## src/rtl/pipe_hazard_ctrl.sv

```systemverilog
// Hazard controller for a 5-stage in-order pipeline: forwarding selects,
// load-use / branch stalls, taken-branch flush and multi-cycle EX freeze.
module pipe_hazard_ctrl #(
    parameter int unsigned REG_AW   = 5,
    parameter int unsigned MC_LAT   = 4,
    parameter int unsigned ZERO_REG = 1
) (
    input  logic              clk,
    input  logic              rst,
    input  logic              id_valid,
    input  logic [REG_AW-1:0] id_rs1,
    input  logic [REG_AW-1:0] id_rs2,
    input  logic [REG_AW-1:0] id_rd,
    input  logic              id_use_rs1,
    input  logic              id_use_rs2,
    input  logic              id_regwrite,
    input  logic              id_memread,
    input  logic              id_branch,
    input  logic              id_multicycle,
    input  logic              branch_taken,
    output logic              pc_we,
    output logic              ifid_we,
    output logic              idex_we,
    output logic              ifid_flush,
    output logic              idex_bubble,
    output logic              exmem_bubble,
    output logic [1:0]        ex_fwd_a,
    output logic [1:0]        ex_fwd_b,
    output logic [1:0]        id_fwd_a,
    output logic [1:0]        id_fwd_b
);

    localparam int unsigned CW       = (MC_LAT > 1) ? $clog2(MC_LAT) : 1;
    localparam logic        MC_EN    = 1'(MC_LAT > 1);
    localparam logic [CW-1:0] CNT_INIT = CW'((MC_LAT > 1) ? (MC_LAT - 2) : 0);

    typedef enum logic {
        RUN     = 1'b0,
        MC_WAIT = 1'b1
    } state_e;

    state_e            state_q, state_d;
    logic [CW-1:0]     cnt_q, cnt_d;

    logic [REG_AW-1:0] idex_rd_q, idex_rs1_q, idex_rs2_q;
    logic              idex_rw_q, idex_mr_q, idex_mc_q;
    logic [REG_AW-1:0] exmem_rd_q;
    logic              exmem_rw_q, exmem_mr_q;
    logic [REG_AW-1:0] memwb_rd_q;
    logic              memwb_rw_q;

    logic src1_v, src2_v, ex_hit, mem_hit;
    logic load_use, br_stall, stall, freeze, flush;

    function automatic logic hit(input logic [REG_AW-1:0] r,
                                 input logic [REG_AW-1:0] rd,
                                 input logic              we);
        return we && (rd == r) && !((ZERO_REG != 0) && (r == '0));
    endfunction

    // EX/MEM is the younger producer, so it is checked first.
    function automatic logic [1:0] fsel(input logic              en,
                                        input logic [REG_AW-1:0] r,
                                        input logic [REG_AW-1:0] m_rd,
                                        input logic              m_rw,
                                        input logic [REG_AW-1:0] w_rd,
                                        input logic              w_rw);
        if (en && hit(r, m_rd, m_rw)) return 2'b00;
        if (en && hit(r, w_rd, w_rw)) return 2'b01;
        return 2'b10;
    endfunction

    assign src1_v = id_valid && id_use_rs1;
    assign src2_v = id_valid && id_use_rs2;

    assign ex_hit  = (src1_v && hit(id_rs1, idex_rd_q, idex_rw_q)) ||
                     (src2_v && hit(id_rs2, idex_rd_q, idex_rw_q));
    assign mem_hit = (src1_v && hit(id_rs1, exmem_rd_q, exmem_rw_q)) ||
                     (src2_v && hit(id_rs2, exmem_rd_q, exmem_rw_q));

    assign load_use = idex_mr_q && ex_hit;
    assign br_stall = id_branch && (ex_hit || (exmem_mr_q && mem_hit));
    assign stall    = load_use || br_stall;
    assign flush    = !rst && id_valid && id_branch && branch_taken;
    assign freeze   = ((state_q == RUN) && idex_mc_q && MC_EN) ||
                      ((state_q == MC_WAIT) && (cnt_q != '0));

    assign ex_fwd_a = fsel(1'b1, idex_rs1_q, exmem_rd_q, exmem_rw_q, memwb_rd_q, memwb_rw_q);
    assign ex_fwd_b = fsel(1'b1, idex_rs2_q, exmem_rd_q, exmem_rw_q, memwb_rd_q, memwb_rw_q);
    assign id_fwd_a = fsel(src1_v, id_rs1, exmem_rd_q, exmem_rw_q, memwb_rd_q, memwb_rw_q);
    assign id_fwd_b = fsel(src2_v, id_rs2, exmem_rd_q, exmem_rw_q, memwb_rd_q, memwb_rw_q);

    always_comb begin
        pc_we        = 1'b1;
        ifid_we      = 1'b1;
        idex_we      = 1'b1;
        ifid_flush   = 1'b0;
        idex_bubble  = 1'b0;
        exmem_bubble = 1'b0;
        if (freeze) begin
            pc_we        = 1'b0;
            ifid_we      = 1'b0;
            idex_we      = 1'b0;
            exmem_bubble = 1'b1;
        end else if (stall) begin
            pc_we       = 1'b0;
            ifid_we     = 1'b0;
            idex_bubble = 1'b1;
        end else if (flush) begin
            ifid_flush = 1'b1;
        end
    end

    always_comb begin
        state_d = state_q;
        cnt_d   = cnt_q;
        case (state_q)
            RUN: begin
                if (idex_mc_q && MC_EN) begin
                    state_d = MC_WAIT;
                    cnt_d   = CNT_INIT;
                end
            end
            MC_WAIT: begin
                if (cnt_q != '0) cnt_d = cnt_q - 1'b1;
                else             state_d = RUN;
            end
            default: state_d = RUN;
        endcase
    end

    always_ff @(posedge clk or posedge rst) begin
        if (rst) begin
            state_q    <= RUN;
            cnt_q      <= '0;
            idex_rd_q  <= '0;
            idex_rs1_q <= '0;
            idex_rs2_q <= '0;
            idex_rw_q  <= 1'b0;
            idex_mr_q  <= 1'b0;
            idex_mc_q  <= 1'b0;
            exmem_rd_q <= '0;
            exmem_rw_q <= 1'b0;
            exmem_mr_q <= 1'b0;
            memwb_rd_q <= '0;
            memwb_rw_q <= 1'b0;
        end else begin
            state_q <= state_d;
            cnt_q   <= cnt_d;
            if (idex_we) begin
                idex_rd_q  <= id_rd;
                idex_rs1_q <= id_rs1;
                idex_rs2_q <= id_rs2;
                idex_rw_q  <= id_regwrite   && id_valid && !idex_bubble;
                idex_mr_q  <= id_memread    && id_valid && !idex_bubble;
                idex_mc_q  <= id_multicycle && id_valid && !idex_bubble;
            end
            exmem_rd_q <= idex_rd_q;
            exmem_rw_q <= idex_rw_q && !exmem_bubble;
            exmem_mr_q <= idex_mr_q && !exmem_bubble;
            memwb_rd_q <= exmem_rd_q;
            memwb_rw_q <= exmem_rw_q;
        end
    end

endmodule
```

## config.mk

```make
export PLATFORM = sky130hd
export DESIGN_NAME = pipe_hazard_ctrl
export DESIGN_NICKNAME = d
export VERILOG_FILES = /design/src/rtl/pipe_hazard_ctrl.sv
export SDC_FILE = /design/constraint.sdc
export NUM_CORES = 1
export LEC_CHECK = 0
export CORE_ASPECT_RATIO = 1.1
export CORE_MARGIN = 5
export CORE_UTILIZATION = 55
export DETAILED_ROUTE_END_ITERATION = 10
export PLACE_DENSITY = 0.95
export SLEW_MARGIN = 20
export SYNTH_ARGS = -nofsm -noshare
export SYNTH_HDL_FRONTEND = slang
export SYNTH_SLANG_ARGS = --single-unit
```

## constraint.sdc

```tcl
create_clock -name clk -period 4.9 [get_ports clk]
set_input_delay 0.98 -clock clk [delete_from_list [all_inputs] [get_ports clk]]
set_output_delay 0.98 -clock clk [all_outputs]
set_load 0.005 [all_outputs]
```

==> flow_summary.yaml, run 1 <==
pwr:
  swShare_pct: 43.1
  p_comb_share_pct: 42.2
  p_per_area_nw_per_um2: 568
  max-vdd-ir-drop_v: 0.000414
  cellLeakagePower_uw: 0.00103
  power.switching_uw: 585
  clock_power_share_pct: 12.4
  seqPwrFrac_pct: 45.5
  internal_power_uw: 773
placement:
  place_ws_ps: 291
  place_congestion: 0.924
  dp_hpwl_mm: 3.43
  io_buffers: 38
clock_tree:
  cts_htree_levels: 2
  cts_hold_buf: 0
  cts_setup_buffers: 0
  numCtsBuffers: 5
  clkSinkCount: 34
  clockBufferDepth: 2
  clock_latency_ps: 350
  cts_tree: "yes"
  cts-root-buf: "clkbuf_4"
  clk_pin_slew_ps: 100
  cts_resized: 0
floorplan:
  die_area_um2: 4740
  core_um2: 3330
  placementRows: 22
  dieWidth_um: 66.1
  die_h_um: 71.7
  io_pins: 39
  start_util_pct: 57.2
critical_path:
  path_class: "in2out"
  endpoint_kind: "output pin"
  path_cells: "clkdlybuf4s50_1 -> or4_1 -> o211ai_2 -> nor3_1 -> o211a_4 -> nor3_1 -> clkdlybuf4s50_1"
  cp.arrival_ps: 3590
  critical_path.slowest_cell: "or4_1"
  critPathRequiredTime_ps: 3920
  reg2reg_setup_slack_ps: 3120
  r2r-start: "idex_rd_q[3]$_DFFE_PP0N_"
  critPathMaxFanout: 6
  critPathTopFamily: "buffers and inverters"
  worst-r2r-cell-count: 5
  crit_path_start_kind: "primary input"
  cp_num_cells: 7
  reg2reg_to: "idex_mr_q$_DFFE_PP0N_"
  critical_path_buf_inv_count: 2
  cpPeakStageDelay_ps: 580
routing:
  drt.antenna.violating_nets: 0
  drt-pass1-iter-count: 5
  wl_per_cell_um: 15.8
  drt_wl_total_mm: 4.61
  vias: 1591
  drtIter0Drc: 67
  drc: 0
  vias_per_cell: 5.45
sta:
  fin_ws_ps: 327
  finalHoldViolCount: 0
  setup_viol: 0
  slew_viol_final: 0
  clock.fmax_ghz: 0.219
  tightestPinTransition_ps: 664
  rsz0062_at_grt: "false"
  max_slew_margin_pct: 55.7
  hold_slack_ps: 506
  fin_skew_ps: 4.02
  timing.final.crit_share_pct: 93.3
  fin_tns_setup_ps: 0
  fin_crit_ps: 4570
synthesis:
  asyncSetResetFlopFracSynth_pct: 100
  synth_edf_count: 0
  synth_top_cells_by_area: "dfrtp_1, xnor2_1, xor2_1, nand2_1, nand4_1"
  synth_seq_cells: 34
  syn_area_um2: 1900
  synth_area_leader_cell: "dfrtp_1"
  ys_warn_count: 0
  synth_nets: 230
  yosysSeqAreaShare_pct: 44.7
  synth_flop_cell: "dfrtp_1"
  ys_types: 28
  synth.avg_cell_area_um2: 9.33
  syn_inst: 204
  synth_top_area_share_pct: 44.7
global_route:
  grt-ovfl-total: 0
  antenna_found_initial: 0
  first_global_vias: 1589
  grt_pass1_wl_mm: 7.67
  grt_max_degree: 35
  grt_util_all_layers_pct: 21.4
job:
  drv_cap: 0
hold_path:
  hold_class: "reg2reg"
  min_to: "idex_rw_q$_DFFE_PP0N_"
  hold_start: "idex_rw_q$_DFFE_PP0N_"
  hold_depth: 2
final_layout:
  drive_above_1_share_pct: 5.74
  fin_util_pct: 71.8
  diodes: 0
  nets: 269
  syn_to_final_growth_pct: 25.5
status:
  status: "complete, no violations"
## power by group through the flow
| stage | sequential, uW | combinational, uW | clock (uW) |
|---|---|---|---|
| floorplan | 550 | 439 | 0 |
| detailed placement | 620 | 573 | 0 |
| global placement | 615 | 546 | 0 |
| CTS | 614 | 581 | 172 |
| global route | 635 | 650 | 180 |
| finish | 617 | 572 | 168 |
## cell usage in the layout (no fill, tap or decap), types with 2 or more instances in the layout
cell,count
clkdlybuf4s50_1,38
nor2_1,7
and2_1,2
o21ai_1,2
o21ai_0,2
clkbuf_4,5
nor3_1,3
nand4_1,9
inv_1,5
or3_1,2
or4_1,3
o31ai_1,3
dfrtp_1,34
nor2b_1,2
nor4_1,8
xor2_1,24
xnor2_1,26
buf_4,2
nand3_1,5
nand2_1,50
## cells in the mapped netlist, types with 2 or more instances
cell type / instances
nand4_1: 9
o21ai_1: 2
o21ai_0: 2
nor2b_1: 2
and2_1: 2
nor4_1: 8
nand3_1: 5
nor2_1: 7
o31ai_1: 3
or4_1: 3
dfrtp_1: 34
inv_1: 5
or3_1: 2
clkbuf_1: 7
nor3_1: 3
nand2_1: 50
xor2_1: 24
xnor2_1: 26
## routing by layer
layer,global-route usage [%],vias up,wire [um]
li1,-,762,-
met1,25.0,742,1790
met2,36.2,74,2350
met3,5.17,13,348
met4,10.6,0,121
met5,0,-,0
## worst max-delay path by stage
stage | from | end | slack, ps
after global routing | id_rs2[1] | ifid_we | 160
after floorplan | id_rs1[4] | pc_we | 1410
after global placement | id_rs1[4] | ifid_flush | 480
after CTS | id_rs2[1] | ifid_we | 290
after detailed placement | id_rs2[1] | ifid_we | 290
final | id_rs2[1] | ifid_we | 330
## worst reg2reg max path: stages, from the launching register on
cell and delay [ps]:
dfrtp_1 460, xnor2_1 170, nand4_1 130, or3_1 360, o21ai_1 400, o31ai_1 140
## layout make-up
| class | instances | area (um^2) |
|---|---|---|
| multi-input cells | 157 | 1000 |
| fillers | 226 | 941 |
| flip-flops and latches | 34 | 851 |
| repair buffers | 40 | 395 |
| well taps | 48 | 60.1 |
| clock buffers | 6 | 51.3 |
| inverters | 5 | 18.8 |
| clock inverters | 2 | 12.5 |
## logic make-up after synthesis
logic type,count (synthesis),share of synthesized area [%]
AO/OA/AOI/OAI,12,5.19
XOR/XNOR,50,23.0
adder cells (fa/ha/maj),1,0.657
buffers and inverters,13,2.76
flip-flops,34,44.7
AND/OR/NAND/NOR,94,23.7
## registers in the layout, indices dropped and copies added (netlist names)
signal,cells
exmem_mr_q,1
memwb_rw_q,1
idex_mc_q,1
idex_rw_q,1
state_q,1
idex_rs2_q,5
exmem_rw_q,1
memwb_rd_q,5
idex_rs1_q,5
cnt_q,2
idex_rd_q,5
idex_mr_q,1
exmem_rd_q,5
## metrics by stage
stage	area [um^2]	cells	power (uW)
finish	2390	292	1360
detailed placement	2330	284	1190
global route	2390	292	1460
floorplan	1900	204	989
CTS	2390	292	1370
global placement	2330	284	1160
Note: power is estimated with default switching activity, not from simulation.
==> run 2, diff against run 1 <==
==> constraint.sdc (replaced) <==
create_clock -name clk -period 5.6 [get_ports clk]
set_input_delay 1.12 -clock clk [delete_from_list [all_inputs] [get_ports clk]]
set_output_delay 1.12 -clock clk [all_outputs]
set_load 0.005 [all_outputs]
==> run 2 against run 1 <==
  * Via count grew 3.2%
  * Core utilization shrank 0.15 points
  * Cell area shrank 0.21%
  * Clock power shrank 16%
  * Sequential power shrank 13%
  * Clock skew grew 3.2 ps
  * Routed wire length grew 0.56%
  * Critical path type unchanged
  * Highest routed layer unchanged
==> flow_summary.yaml, run 2 (synthesis gave the netlist of run 1 again) <==
status:
  status: "complete, no violations"
hold_path:
  hold_class: "reg2reg"
final_layout:
  final_cell_mix: "nand2_1, clkdlybuf4s50_1, dfrtp_1"
  fin_util_pct: 71.6
  nets: 269
  fillCellCount: 229
  fin_cells: 292
  drive_above_1_share_pct: 5.74
  final_common_cell: "nand2_1"
  syn_to_final_growth_pct: 25.2
  diodes: 0
routing:
  vias_per_cell: 5.62
  drt_wl_total_mm: 4.63
  drt.antenna.violating_nets: 0
  drt-pass1-iter-count: 6
  vias: 1642
  drc: 0
  drtIter0Drc: 32
  wl_per_cell_um: 15.9
sta:
  setup_viol: 0
  fin_tns_setup_ps: 0
  timing.final.crit_share_pct: 85.8
  fin_crit_ps: 4800
  slew_viol_final: 0
  finalHoldViolCount: 0
  rsz0062_at_grt: "false"
  clock.fmax_ghz: 0.208
  fin_skew_ps: 7.17
  tightestPinTransition_ps: 658
  max_slew_margin_pct: 56.1
  fin_ws_ps: 798
clock_tree:
  cts_setup_buffers: 0
  numCtsBuffers: 5
  cts-root-buf: "clkbuf_4"
  cts_resized: 0
  clock_latency_ps: 360
  clkSinkCount: 34
  cts_htree_levels: 2
  cts_tree: "yes"
  clockBufferDepth: 2
  clk_pin_slew_ps: 100
  cts_hold_buf: 0
critical_path:
  crit_path_end: "ifid_we"
  critPathMaxFanout: 6
  worst-r2r-cell-count: 5
  critPathLaunch: "id_rs2[0]"
  cp.arrival_ps: 3680
  reg2reg_setup_slack_ps: 3820
  crit_path_start_kind: "primary input"
  reg2reg_to: "idex_mr_q$_DFFE_PP0N_"
  critPathRequiredTime_ps: 4480
  endpoint_kind: "output pin"
  path_class: "in2out"
  r2r-start: "idex_rd_q[2]$_DFFE_PP0N_"
global_route:
  grt-ovfl-total: 0
  grt_max_degree: 36
  grt_pass1_wl_mm: 7.80
  grt_util_all_layers_pct: 22.1
  first_global_vias: 1668
  antenna_found_initial: 0
floorplan:
  dieWidth_um: 66.1
  die_h_um: 71.7
  start_util_pct: 57.2
  die_area_um2: 4740
  io_pins: 39
  core_um2: 3330
  placementRows: 22
placement:
  io_buffers: 38
  place_ws_ps: 822
  dp_hpwl_mm: 3.43
  place_congestion: 0.912
  place_inst: 284
pwr:
  max-vdd-ir-drop_v: 0.000463
  p_per_area_nw_per_um2: 496
  cellLeakagePower_uw: 0.00103
job:
  drv_cap: 0
==> run 2: final cells by class <==
| cell class | count | area, um^2 | share of cell area [%] |
|---|---|---|---|
| Clock buffer | 5 | 37.5 | 1.57 |
| Clock inverter | 3 | 21.3 | 0.892 |
| Inverter | 5 | 18.8 | 0.787 |
| Multi-Input combinational cell | 157 | 1000 | 42.0 |
| Sequential cell | 34 | 851 | 35.7 |
| Tap cell | 48 | 60.1 | 2.52 |
| Timing Repair Buffer | 40 | 395 | 16.6 |
==> run 2: worst min path at each step <==
stage	start	to	slack, ps	cells after the start
6_report	idex_mc_q$_DFFE_PP0N_	idex_mc_q$_DFFE_PP0N_	500	2
5_1_grt	idex_rd_q[4]$_DFFE_PP0N_	exmem_rd_q[4]$_DFF_PP0_	520	0
4_1_cts	exmem_rw_q$_DFF_PP0_	memwb_rw_q$_DFF_PP0_	500	0
3_5_place_dp	exmem_rw_q$_DFF_PP0_	memwb_rw_q$_DFF_PP0_	470	0
3_3_place_gp	idex_mc_q$_DFFE_PP0N_	idex_mc_q$_DFFE_PP0N_	480	2
2_1_floorplan	exmem_rd_q[4]$_DFF_PP0_	memwb_rd_q[4]$_DFF_PP0_	350	0
==> run 2: metrics by stage <==
step	total power (uW)	hold slack, ps	instance area (um^2)
floorplan	865	352	1900
CTS	1190	503	2380
global route	1280	519	2380
detailed placement	1040	471	2330
finish	1180	503	2380
global placement	1010	475	2330
==> run 2: routing by layer <==
metal,track usage (%),share of wire [%],vias to the layer above
li1,-,-,761
met1,25.5,38,781
met2,36.3,51,80
met3,6.43,7.6,20
met4,12.4,3.9,0
met5,0,0,-
==> run 2: report_power, final <==
group,total [uW],internal (uW),switching (uW)
clock network,141,48.7,92.2
registers,538,360,178
logic,504,256,248
total,1180,665,518
==> run 2: worst max-delay path, cell delays in order <==
cell and delay [ps]:
clkdlybuf4s50_1 530, or4_1 600, o211ai_2 230, nor3_1 130
o211a_4 270, nor3_1 240, clkdlybuf4s50_1 560
